## config.mk

```make
export PLATFORM = sky130hd
export DESIGN_NAME = bit_cntr_stream
export DESIGN_NICKNAME = d
export VERILOG_FILES = /design/src/rtl/bit_cntr_pkg.sv /design/src/rtl/granule_popcnt.sv /design/src/rtl/bit_cntr_stream.sv
export SDC_FILE = /design/constraint.sdc
export NUM_CORES = 1
export LEC_CHECK = 0
export ABC_CLOCK_PERIOD_IN_PS = 5700
export CAP_MARGIN = 15
export CELL_PAD_IN_SITES_DETAIL_PLACEMENT = 0
export CELL_PAD_IN_SITES_GLOBAL_PLACEMENT = 2
export CORE_MARGIN = 2
export CORE_UTILIZATION = 35
export CTS_CLUSTER_SIZE = 25
export DETAILED_ROUTE_END_ITERATION = 10
export HOLD_SLACK_MARGIN = 0.1
export PLACE_DENSITY_LB_ADDON = 0.1
export SKIP_LAST_GASP = 1
export SLEW_MARGIN = 20
export SYNTH_ARGS = -nofsm -noshare
export SYNTH_HDL_FRONTEND = slang
export SYNTH_SLANG_ARGS = --single-unit
```

## constraint.sdc

```tcl
create_clock -name clk -period 5.7 [get_ports clk]
set_input_delay 0.57 -clock clk [delete_from_list [all_inputs] [get_ports clk]]
set_output_delay 0.57 -clock clk [all_outputs]
set_load 0.1 [all_outputs]
```

## src/rtl/bit_cntr_pkg.sv

```systemverilog
// Shared sizing helpers for the streaming popcount: granule count, tree depth,
// latency and result width, plus the per-beat sideband carried down the pipe.
package bit_cntr_pkg;

  function automatic int clog2(input int v);
    int r;
    int x;
    r = 0;
    x = 1;
    while (x < v) begin
      x = x * 2;
      r++;
    end
    return r;
  endfunction

  function automatic int ng_f(input int vw, input int gw);
    return (vw + gw - 1) / gw;
  endfunction

  function automatic int tl_f(input int ng);
    return clog2(ng);
  endfunction

  function automatic int lat_f(input int tl);
    return tl + 2;
  endfunction

  function automatic int sum_w_f(input int vw, input int max_beats);
    return clog2(vw * max_beats + 1);
  endfunction

  function automatic int gsum_w_f(input int gw);
    return clog2(gw + 1);
  endfunction

  // Node count of tree level lvl (level 0 = granule counts).
  function automatic int nodes_f(input int ng, input int lvl);
    int n;
    n = ng;
    for (int j = 0; j < lvl; j++) n = (n + 1) / 2;
    return n;
  endfunction

  // Bit offset of level lvl in the flattened tree bus; node width grows 1 bit/level.
  function automatic int tree_off_f(input int ng, input int gsw, input int lvl);
    int o;
    o = 0;
    for (int j = 0; j < lvl; j++) o += nodes_f(ng, j) * (gsw + j);
    return o;
  endfunction

  localparam int GRAN_W_DEF = 6;
  localparam int GSUM_W     = gsum_w_f(GRAN_W_DEF);

  typedef struct packed {
    logic vld;
    logic last;
  } beat_side_t;

endpackage

```

## src/rtl/granule_popcnt.sv

```systemverilog
// Popcount of one granule; a GRANULE_WIDTH-input function, so each output bit
// maps onto a single LUT.
module granule_popcnt
  import bit_cntr_pkg::*;
#(
  parameter  int GRANULE_WIDTH = GRAN_W_DEF,
  localparam int CW            = gsum_w_f(GRANULE_WIDTH)
) (
  input  logic [GRANULE_WIDTH-1:0] gran_i,
  output logic [CW-1:0]            cnt_o
);

  always_comb begin
    cnt_o = '0;
    for (int b = 0; b < GRANULE_WIDTH; b++) cnt_o = cnt_o + CW'(gran_i[b]);
  end

endmodule

```

## src/rtl/bit_cntr_stream.sv

```systemverilog
// Streaming pipelined popcount with multi-beat accumulation, threshold hit and
// saturation/overflow flag; a single global advance stalls every stage.
module bit_cntr_stream
  import bit_cntr_pkg::*;
#(
  parameter  int VECTOR_WIDTH  = 64,
  parameter  int GRANULE_WIDTH = 6,
  parameter  int MAX_BEATS     = 4,
  localparam int SUM_W         = sum_w_f(VECTOR_WIDTH, MAX_BEATS)
) (
  input  logic                    clk,
  input  logic                    rst,
  input  logic [VECTOR_WIDTH-1:0] i_Vector,
  input  logic                    i_Valid,
  input  logic                    i_Last,
  input  logic [SUM_W-1:0]        i_Threshold,
  output logic                    o_Ready,
  output logic                    o_Valid,
  input  logic                    i_Ready,
  output logic [SUM_W-1:0]        o_Sum,
  output logic                    o_Hit,
  output logic                    o_Ovf
);

  localparam int NG      = ng_f(VECTOR_WIDTH, GRANULE_WIDTH);
  localparam int TL      = tl_f(NG);
  localparam int GS_W    = gsum_w_f(GRANULE_WIDTH);
  localparam int BW      = GS_W + TL;
  localparam int PAD_W   = NG * GRANULE_WIDTH;
  localparam int TOP_OFF = tree_off_f(NG, GS_W, TL);
  localparam int TREE_W  = tree_off_f(NG, GS_W, TL + 1);
  localparam int SAT     = VECTOR_WIDTH * MAX_BEATS;
  localparam int CNT_W   = clog2(MAX_BEATS + 2);

  localparam logic [SUM_W:0]   SAT_W1  = (SUM_W + 1)'(SAT);
  localparam logic [SUM_W-1:0] SAT_S   = SUM_W'(SAT);
  localparam logic [CNT_W-1:0] CNT_MAX = CNT_W'(MAX_BEATS);

  logic adv;
  logic [PAD_W-1:0] vec_pad;

  // Every tree level lives in one flat bus; _d of level k is built from _q of level k-1.
  wire  [TREE_W-1:0] tree_d;
  logic [TREE_W-1:0] tree_q;

  beat_side_t [TL:0]            side_q;
  logic       [TL:0][SUM_W-1:0] thr_q;

  logic [BW-1:0]    beat_sum;
  logic [SUM_W:0]   tot;
  logic [SUM_W-1:0] acc_nx;
  logic [CNT_W-1:0] cnt_nx;
  logic             ovf_nx;

  logic [SUM_W-1:0] acc_q, acc_d;
  logic [CNT_W-1:0] cnt_q, cnt_d;
  logic             run_ovf_q, run_ovf_d;
  logic             valid_q, valid_d;
  logic [SUM_W-1:0] sum_q, sum_d;
  logic             hit_q, hit_d;
  logic             ovf_q, ovf_d;

  assign adv     = ~valid_q | i_Ready;
  assign o_Ready = adv;
  assign o_Valid = valid_q;
  assign o_Sum   = sum_q;
  assign o_Hit   = hit_q;
  assign o_Ovf   = ovf_q;

  assign vec_pad = PAD_W'(i_Vector);

  for (genvar g = 0; g < NG; g++) begin : g_gran
    granule_popcnt #(.GRANULE_WIDTH(GRANULE_WIDTH)) u_pc (
      .gran_i (vec_pad[g*GRANULE_WIDTH +: GRANULE_WIDTH]),
      .cnt_o  (tree_d[g*GS_W +: GS_W])
    );
  end

  for (genvar k = 1; k <= TL; k++) begin : g_lvl
    localparam int NI = nodes_f(NG, k - 1);
    localparam int NO = nodes_f(NG, k);
    localparam int WI = GS_W + k - 1;
    localparam int WO = GS_W + k;
    localparam int OI = tree_off_f(NG, GS_W, k - 1);
    localparam int OO = tree_off_f(NG, GS_W, k);
    for (genvar n = 0; n < NO; n++) begin : g_node
      if (2*n + 1 < NI) begin : g_add
        assign tree_d[OO + n*WO +: WO] = WO'(tree_q[OI + 2*n*WI +: WI])
                                       + WO'(tree_q[OI + (2*n+1)*WI +: WI]);
      end else begin : g_pass
        assign tree_d[OO + n*WO +: WO] = WO'(tree_q[OI + 2*n*WI +: WI]);
      end
    end
  end

  always_ff @(posedge clk or posedge rst) begin
    if (rst) begin
      tree_q <= '0;
      side_q <= '0;
      thr_q  <= '0;
    end else if (adv) begin
      tree_q         <= tree_d;
      side_q[0].vld  <= i_Valid;
      side_q[0].last <= i_Valid & i_Last;
      thr_q[0]       <= i_Last ? i_Threshold : '0;
      for (int s = 1; s <= TL; s++) begin
        side_q[s] <= side_q[s-1];
        thr_q[s]  <= thr_q[s-1];
      end
    end
  end

  // Beat-count saturates one past MAX_BEATS so a long vector stays flagged.
  assign beat_sum = tree_q[TOP_OFF +: BW];
  assign tot      = (SUM_W + 1)'(acc_q) + (SUM_W + 1)'(beat_sum);
  assign acc_nx   = (tot > SAT_W1) ? SAT_S : tot[SUM_W-1:0];
  assign cnt_nx   = (cnt_q > CNT_MAX) ? cnt_q : cnt_q + CNT_W'(1);
  assign ovf_nx   = run_ovf_q | (tot > SAT_W1) | (cnt_nx > CNT_MAX);

  always_comb begin
    acc_d     = acc_q;
    cnt_d     = cnt_q;
    run_ovf_d = run_ovf_q;
    valid_d   = valid_q;
    sum_d     = sum_q;
    hit_d     = hit_q;
    ovf_d     = ovf_q;
    if (adv) begin
      valid_d = 1'b0;
      if (side_q[TL].vld) begin
        if (side_q[TL].last) begin
          valid_d   = 1'b1;
          sum_d     = acc_nx;
          hit_d     = (acc_nx >= thr_q[TL]);
          ovf_d     = ovf_nx;
          acc_d     = '0;
          cnt_d     = '0;
          run_ovf_d = 1'b0;
        end else begin
          acc_d     = acc_nx;
          cnt_d     = cnt_nx;
          run_ovf_d = ovf_nx;
        end
      end
    end
  end

  always_ff @(posedge clk or posedge rst) begin
    if (rst) begin
      acc_q     <= '0;
      cnt_q     <= '0;
      run_ovf_q <= 1'b0;
      valid_q   <= 1'b0;
      sum_q     <= '0;
      hit_q     <= 1'b0;
      ovf_q     <= 1'b0;
    end else begin
      acc_q     <= acc_d;
      cnt_q     <= cnt_d;
      run_ovf_q <= run_ovf_d;
      valid_q   <= valid_d;
      sum_q     <= sum_d;
      hit_q     <= hit_d;
      ovf_q     <= ovf_d;
    end
  end

endmodule

```

# After elaboration in Yosys (flattened, before gate mapping)

Index checks and enable logic that the tools add are counted.

Logic and storage cells: 107
Input bits: 78
Register bits after elaboration: 169

Bitwise gates (word level): 5
Mux-type cells: 8
Reductions and logical operators: 2
Add/subtract/negate cells: 65
Order comparisons: 4

Operators with widths:

| cell                                                                             | number |
|---|---|
| 3-bit by 1-bit adder with 3-bit output                                           | 42 |
| 9-bit 2-to-1 mux                                                                 | 3 |
| 1-bit by 1-bit adder with 2-bit output                                           | 11 |
| 3-bit by 3-bit adder with 4-bit output                                           | 5 |
| 4-bit by 4-bit adder with 5-bit output                                           | 2 |
| 9-bit by 7-bit adder with 10-bit output                                          | 1 |
| 10-bit by 9-bit greater-than comparator with 1-bit output, second input constant | 1 |
| 9-bit greater-or-equal comparator                                                | 1 |
| 6-bit by 5-bit adder with 7-bit output                                           | 1 |
| 5-bit by 5-bit adder with 6-bit output                                           | 1 |
| 3-bit greater-than comparator, second input constant                             | 2 |
| 3-bit 2-to-1 mux                                                                 | 2 |
| 4-bit by 3-bit adder with 5-bit output                                           | 1 |
| 3-bit by 1-bit adder with 3-bit output, second input constant                    | 1 |
| 1-bit 2-to-1 mux                                                                 | 3 |
| 1-bit OR                                                                         | 3 |
| 3-bit AND reduction                                                              | 1 |
| 2-bit AND reduction                                                              | 1 |
| 1-bit bitwise AND                                                                | 1 |
| 1-bit inverter                                                                   | 1 |

# Longest topological paths before layout

Gate-level depths: netlist of run 1.

Depth after elaboration: 5
Depth in mapped cells: 17
Mapped depth without buffers: 17

# Hierarchy

A second synthesis of run 1 with hierarchy kept.

Cells, all modules: 1005
Area, all modules: 9231.4 um^2

Modules (own cells, without submodules):

| module          | cells an instance | area each (um^2) | seq. area each (um^2) | instances |
|---|---|---|---|---|
| bit_cntr_stream | 873               | 8102.8           | 4229.1                | 1 |
| granule_popcnt  | 12                | 102.6            | 0.0                   | 11 |

# Least setup slack after synthesis of run 1

No wires, ideal clock.

Path kind: reg-to-reg
Start point: register tree_q[84]
End point: register hit_q, in the netlist o_Hit
Arrival time: 3390 ps
Period minus slack after synthesis: 3518 ps
Path slack: 2182 ps
Buffers on the path: 0
Stages on the path, launching flop included: 18
Library setup time: 128 ps
Cells stage by stage: dfrtp_1 -> ha_1 -> inv_1 -> fa_1 -> and2b_4 -> o21ai_2 -> a211oi_2 -> mux2i_4 -> o21a_1 -> nand2b_1 -> ha_1 -> nand2b_1 -> a21o_1 -> a21o_1 -> a211oi_1 -> o21ai_0 -> o211ai_1 -> a21oi_1

Word-level cells in the longest chain between the ends: 4

RTL lines:

| element                                                   | line                   | source |
|---|---|---|
| start: declaration                                        | bit_cntr_stream.sv:44  | `logic [TREE_W-1:0] tree_q;` |
| start signal: assignment                                  | bit_cntr_stream.sv:102 | `tree_q <= tree_d;` |
| 9-bit by 7-bit adder with 10-bit output *                 | bit_cntr_stream.sv:115 | `assign tot = (SUM_W + 1)'(acc_q) + (SUM_W + 1)'(beat_sum);` |
| 10-bit by 9-bit greater-than comparator with 1-bit output | bit_cntr_stream.sv:116 | `assign acc_nx = (tot > SAT_W1) ? SAT_S : tot[SUM_W-1:0];` |
| 9-bit 2-to-1 mux *                                        | bit_cntr_stream.sv:116 |  |
| net acc_nx[8]                                             | bit_cntr_stream.sv:51  | `logic [SUM_W-1:0] acc_nx;` |
| 9-bit greater-or-equal comparator *                       | bit_cntr_stream.sv:134 | `hit_d = (acc_nx >= thr_q[TL]);` |
| end signal: assignment                                    | bit_cntr_stream.sv:163 | `hit_q <= hit_d;` |
| end: declaration                                          | bit_cntr_stream.sv:60  | `logic hit_q, hit_d;` |

Mark *: on every way through the listed nets, which the timed path passes. The rest lies on a longest branch.
A chain may end at the register's enable or synchronous reset.

# Worst setup path after layout of run 1

Ends and elaborated chain as after synthesis.

==> results.tsv, run 1 <==
stage	metric	value	unit
power_and_ir_drop	irDropWorstVdd	0.0002234	V
floorplanning	die_y	165.8	um
clock_network	clk_pin_slew	0.07	ns
drt	dr.first_iter.drc_count	335	
sta	finalClockSkew	0.01650	ns
finish	drive_above_1_share	5.184	%
drt	wire_per_inst	13.42	um
sta	slew-limit-headroom	32.12	%
status	status	finished clean	
place	place_hpwl	12910	um
yosys	ys_top_cells_by_count	nand2_1, dfrtp_1, inv_1	
worst_setup_path	cp-endpoint	o_Hit	
min_path	min_path_type	flop to flop	
global_route	track_usage	14.35	%
yosys	ys_types	54	
global_route	overflow	0	
yosys	syn_nets	1162	
sta	fin_hold_ws	0.4667	ns
global_route	antenna_found_initial	0	
sta	fin_crit_sh	73.22	%
power_and_ir_drop	power.leakage	5.516	nW
yosys	synthCells	976	
worst_setup_path	critPathKind	flop to flop	
clock_network	h-tree-depth	4	
sta	hold_viol_final	0	
finish	nets	1234	
clock_network	postCtsHoldBufs	0	
floorplanning	start_util	35.37	%
sta	setup_violations	0	
worst_setup_path	critPathRequiredTime	6.00	ns
worst_setup_path	start_kind	flop	
yosys	yosysMostFrequentCell	nand2_1	
yosys	synth_top_cell_by_area	dfrtp_1	
yosys	ys_seq_area_share	46.15	%
sta	fin_crit	4.173	ns
place	port_buffers	90	
worst_setup_path	r2r_slack	1.53	ns
drt	routed_via_density	4.456	
power_and_ir_drop	p_comb_share	48.2	%
yosys	ys_top_cells_by_area	dfrtp_1, nand2_1, fa_1, ha_1, inv_1	
drt	ant_nets	0	
yosys	ys_seq_elements	169	
yosys	synth_edf_count	0	
clock_network	clk_latency	0.44	ns
floorplanning	pin_count	91	
clock_network	cts.sinks	169	
clock_network	numCtsBuffers	17	
worst_setup_path	r2r_end	o_Hit	
worst_setup_path	critPathArrivalTime	4.48	ns
clock_network	cts_setup_buffers	0	
clock_network	clk_path_buf_depth	2	
drt	drc	0	
global_route	grt_pass1_vias	6391	
worst_setup_path	worst-r2r-cell-count	17	
yosys	yosysWarningCount	0	
drt	dr.pass1.iters	4	
floorplanning	core	25910	um^2
clock_network	root_buffer	clkbuf_16	
global_route	grt_max_degree	107	
place	dp.cells	1364	
drt	vias	6220	
worst_setup_path	crit_fanout	11	
sta	fin_setup_tns	0	ns
yosys	async_flop_share	100.0	%
floorplanning	fp.dieArea	27490	um^2
flow_run	cap_violations	0	
power_and_ir_drop	seqPwrFrac	32.9	%
floorplanning	num_rows	59	
finish	fin_cells	1396	
clock_network	cts_tree	done	
worst_setup_path	regToRegStartpoint	tree_q[84]	
yosys	synthDominantCellAreaShare	46.15	%
worst_setup_path	end_kind	flop	
sta	worst_slew_pin_slew	1.015	ns
power_and_ir_drop	switchingPower	2.620	mW
min_path	hp-start	thr_q[33]	
place	place_congestion	0.7392	
sta	grt_setup_unrepaired	no	
floorplanning	fp.dieW	165.8	um
power_and_ir_drop	power_density	554.0	nW/um^2
yosys	syn_area	9164	um^2
global_route	grt_pass1_wl	32490	um
finish	antennaDiodeCount	0	
worst_setup_path	setup.worst_path.start	tree_q[84]	
power_and_ir_drop	p_int	3.457	mW
sta	maxSlewViolCount	0	
finish	area_growth	19.69	%
drt	routed_wl	18730	um
sta	clock.fmax	0.2396	GHz
yosys	synth_flop_cell	dfrtp_1	
clock_network	cts_resized	0	
power_and_ir_drop	power.total	6.077	mW
yosys	syn_avg_cell_area	9.389	um^2
power_and_ir_drop	pwr-share-clk	19.0	%
power_and_ir_drop	netSwitchingFraction	43.11	%
## cell usage in the layout, fill, tap and decap left out, drive strengths merged, types with 16 or more instances in the layout
master and n:
ha 66, fa 42, clkbuf 17, a21oi 50
o21ai 47, inv 114, nand2 296, clkdlybuf4s50 90
nor2 45, dfrtp 169, xor2 16
## worst min path at each step
stage,cells after the start,to
finish,2,thr_q[33]
global route,2,thr_q[27]
global placement,2,side_q[6]
detailed placement,2,thr_q[27]
floorplan,2,side_q[0]
CTS,2,side_q[9]
## layout make-up
| cell class | count | area, um^2 |
|---|---|---|
| Timing Repair Buffer | 94 | 943.4 |
| Clock buffer | 17 | 425.4 |
| Clock inverter | 15 | 168.9 |
| Inverter | 105 | 404.1 |
| Tap cell | 335 | 419.2 |
| Multi-Input combinational cell | 661 | 4378 |
| Sequential cell | 169 | 4229 |
| Fill cell | 2618 | 14940 |
## critical path: stages (launching register included)
cell,delay (ns)
dfrtp_1,0.36
ha_1,0.19
inv_1,0.07
fa_1,0.44
and2b_4,0.30
o21ai_2,0.09
a211oi_2,0.29
mux2i_4,0.43
o21a_1,0.50
nand2b_1,0.20
ha_1,0.22
nand2b_1,0.14
a21o_1,0.17
a21o_1,0.17
a211oi_1,0.20
o21ai_0,0.11
o211ai_1,0.09
a21oi_1,0.08
## metal layers
layer  GRT usage, %  wire length, um
met5              0                0
met4          3.289              155
met3          3.170              595
met2          20.62             7626
met1          22.02            10360
## cell families after synthesis
group           share of synthesized area (%)
compound gates                          9.981
xor+xnor                                2.007
fa+ha+maj                               18.19
buf+inv                                 6.158
flops                                   46.15
mux                                    0.7100
simple gates                            16.81
## metrics by stage
| step | cell area (um^2) | setup WS, ns | util [%] |
|---|---|---|---|
| finish | 10970 | 1.527 | 42.33 |
| global route | 10970 | 1.208 | 42.33 |
| CTS | 10970 | 1.470 | 42.33 |
| detailed placement | 10370 | 1.512 | 40.04 |
| global placement | 10370 | 1.607 | 40.04 |
| floorplan | 9164 | 0.5549 | - |
## power groups by stage
stage	logic, mW	registers [mW]	clock network [mW]
3_3_place_gp	2.97	2.02	0
6_report	2.93	2.00	1.15
3_5_place_dp	2.96	2.02	0
5_1_grt	3.38	2.06	1.24
4_1_cts	2.99	2.00	1.19
2_1_floorplan	2.01	2.20	0
## sequential cells by signal (all words and copies together) (netlist names)
name       flops
o_Sum          9
tree_q        89
o_Hit          1
o_Valid        1
side_q        10
thr_q         45
cnt_q          3
o_Ovf          1
acc_q          9
run_ovf_q      1
Note: power is estimated with default switching activity, not from simulation.
==> run 2: changes to the inputs <==
- ABC_CLOCK_PERIOD_IN_PS: 5700 -> 4100
- clock period: 5.7 -> 4.1 ns (I/O delays scaled with it)
==> results.tsv, run 2 (synthesis gave the netlist of run 1 again) <==
stage	metric	value	unit	change
status	status	finished clean		unchanged
worst_setup_path	critPathArrivalTime	4.00	ns	was 4.48 ns
drt	wire_per_inst	13.34	um	was 13.42 um
sta	fin_setup_tns	0	ns	unchanged
finish	nets	1237		was 1,234
clock_network	postCtsHoldBufs	0		unchanged
clock_network	cts_tree	done		unchanged
drt	drc	0		unchanged
power_and_ir_drop	power.leakage	5.549	nW	was 5.516 nW
drt	dr.pass1.iters	4		unchanged
drt	routed-wl-met2	7629	um	was 7626 um
sta	fin_crit	3.692	ns	was 4.173 ns
global_route	grt_pass1_vias	6539		was 6,391
sta	grt_setup_unrepaired	no		unchanged
clock_network	clk_path_buf_depth	2		unchanged
clock_network	clk_latency	0.43	ns	was 0.44 ns
min_path	min_path_cells	2		unchanged
drt	routed-wl-met3	603	um	was 595 um
floorplanning	start_util	35.37	%	unchanged
global_route	grt_max_degree	187		was 107
finish	final_cell_mix	nand2_1, dfrtp_1, inv_1		unchanged
sta	setup_violations	0		unchanged
floorplanning	pin_count	91		unchanged
finish	largest_reg_flops	89		unchanged
flow_run	cap_violations	0		unchanged
worst_setup_path	start_kind	flop		unchanged
sta	maxSlewViolCount	0		unchanged
finish	antennaDiodeCount	0		unchanged
worst_setup_path	worst-r2r-cell-count	17		unchanged
floorplanning	fp.dieArea	27490	um^2	unchanged
finish	fin_cells	1399		was 1,396
clock_network	cts_resized	0		unchanged
worst_setup_path	crit_fanout	4		was 11
finish	final_common_cell	nand2_1		unchanged
drt	ant_nets	0		unchanged
place	place_hpwl	13030	um	was 12,910 um
drt	wl_met1	10290	um	was 10,360 um
floorplanning	die_y	165.8	um	unchanged
clock_network	h-tree-depth	4		unchanged
finish	drive_above_1_share	5.545	%	was 5.184%
clock_network	clk_pin_slew	0.08	ns	was 0.07 ns
drt	routed_wl	18670	um	was 18,730 um
clock_network	cts.sinks	169		unchanged
global_route	grt_pass1_wl	32710	um	was 32,490 um
clock_network	cts_setup_buffers	0		unchanged
sta	fin_crit_sh	90.05	%	was 73.22%
drt	vias	6270		was 6,220
sta	slew-limit-headroom	31.72	%	was 32.12%
clock_network	numCtsBuffers	17		unchanged
drt	routed_via_density	4.482		was 4.456
power_and_ir_drop	power_density	771.1	nW/um^2	was 554.0 nW/um^2
worst_setup_path	critPathKind	flop to flop		unchanged
sta	worst_slew_pin_slew	1.024	ns	was 1.015 ns
place	port_buffers	90		unchanged
floorplanning	core	25910	um^2	unchanged
sta	hold_viol_final	0		unchanged
worst_setup_path	end_kind	flop		unchanged
finish	area_growth	20.58	%	was 19.69%
finish	max_flop_register	tree_q		unchanged
floorplanning	fp.dieW	165.8	um	unchanged
global_route	antenna_found_initial	0		unchanged
drt	dr.first_iter.drc_count	355		was 335
drt	maxUsedRoutingLayer	met4		unchanged
place	place_congestion	0.7456		was 0.7392
worst_setup_path	critPathRequiredTime	4.41	ns	was 6.00 ns
global_route	track_usage	14.51	%	was 14.35%
sta	clock.fmax	0.2709	GHz	was 0.2396 GHz
sta	finalClockSkew	0.01622	ns	was 0.01650 ns
clock_network	root_buffer	clkbuf_16		unchanged
finish	reg_top3	tree_q x89, thr_q x45, side_q x10		unchanged
power_and_ir_drop	irDropWorstVdd	0.0006208	V	was 0.0002234 V
place	dp.cells	1367		was 1,364
min_path	min_path_type	flop to flop		unchanged
floorplanning	num_rows	59		unchanged
global_route	overflow	0		unchanged
-- run 2: metal layers --
| metal | up-vias | track usage, % |
|---|---|---|
| li1 | 3262 | - |
| met1 | 2914 | 22.22 |
| met2 | 81 | 20.84 |
| met3 | 13 | 3.384 |
| met4 | 0 | 3.176 |
| met5 | - | 0 |
-- run 2: worst paths after layout --
| kind | from | to | slack [ns] |
|---|---|---|---|
| worst max-delay path | tree_q[84] | o_Hit | 0.41 |
| worst min-delay path | side_q[4] | side_q[4] | 0.47 |
| worst max register to register | tree_q[84] | o_Hit | 0.41 |
| worst min register to register | side_q[4] | side_q[4] | 0.47 |
| max in group asynchronous | rst | tree_q[28] | 2.79 |
| min in group asynchronous | rst | tree_q[58] | 0.49 |
-- run 2: critical path: stages, from the launching register on --
cell,delay [ns]
dfrtp_1,0.35
ha_1,0.20
inv_1,0.06
fa_1,0.55
inv_1,0.07
or4_1,0.46
mux2i_1,0.16
nand4_1,0.10
o21a_1,0.23
nand2b_1,0.17
ha_1,0.27
nand2b_1,0.14
a21o_1,0.17
a21o_1,0.17
a211oi_1,0.21
o21ai_0,0.11
o211ai_1,0.09
a21oi_1,0.08
-- run 2: layout make-up --
class	count	area [um^2]
inverter	105	402.9
sequential	169	4229
fill	2592	14860
timing repair buffer	97	988.4
multi-input combinational	661	4378
tap	335	419.2
clock buffer	17	425.4
clock inverter	15	206.4
-- run 2: where the power goes --
| group | internal, mW | switching, mW |
|---|---|---|
| Combinational | 1.63 | 2.45 |
| Clock | 0.846 | 0.814 |
| Sequential | 2.36 | 0.407 |
-- run 2: per-stage QoR --
stage / hold slack [ns] / power [mW] / area (um^2) / worst slack, ns / util [%]
2_1_floorplan: 0.4386 / 5.853 / 9168 / 0.5819 / -
3_3_place_gp: 0.4494 / 6.935 / 10420 / 0.4350 / 40.20
3_5_place_dp: 0.4551 / 6.951 / 10420 / 0.4004 / 40.20
4_1_cts: 0.4725 / 8.681 / 11050 / 0.3698 / 42.64
5_1_grt: 0.4858 / 9.377 / 11050 / 0.09756 / 42.64
6_report: 0.4697 / 8.520 / 11050 / 0.4081 / 42.64
==> run 3: changes to the inputs <==
- SLEW_MARGIN: 20 -> default
==> results of run 3 <==
The final DEF is identical to that of run 2; final timing and power are the same.
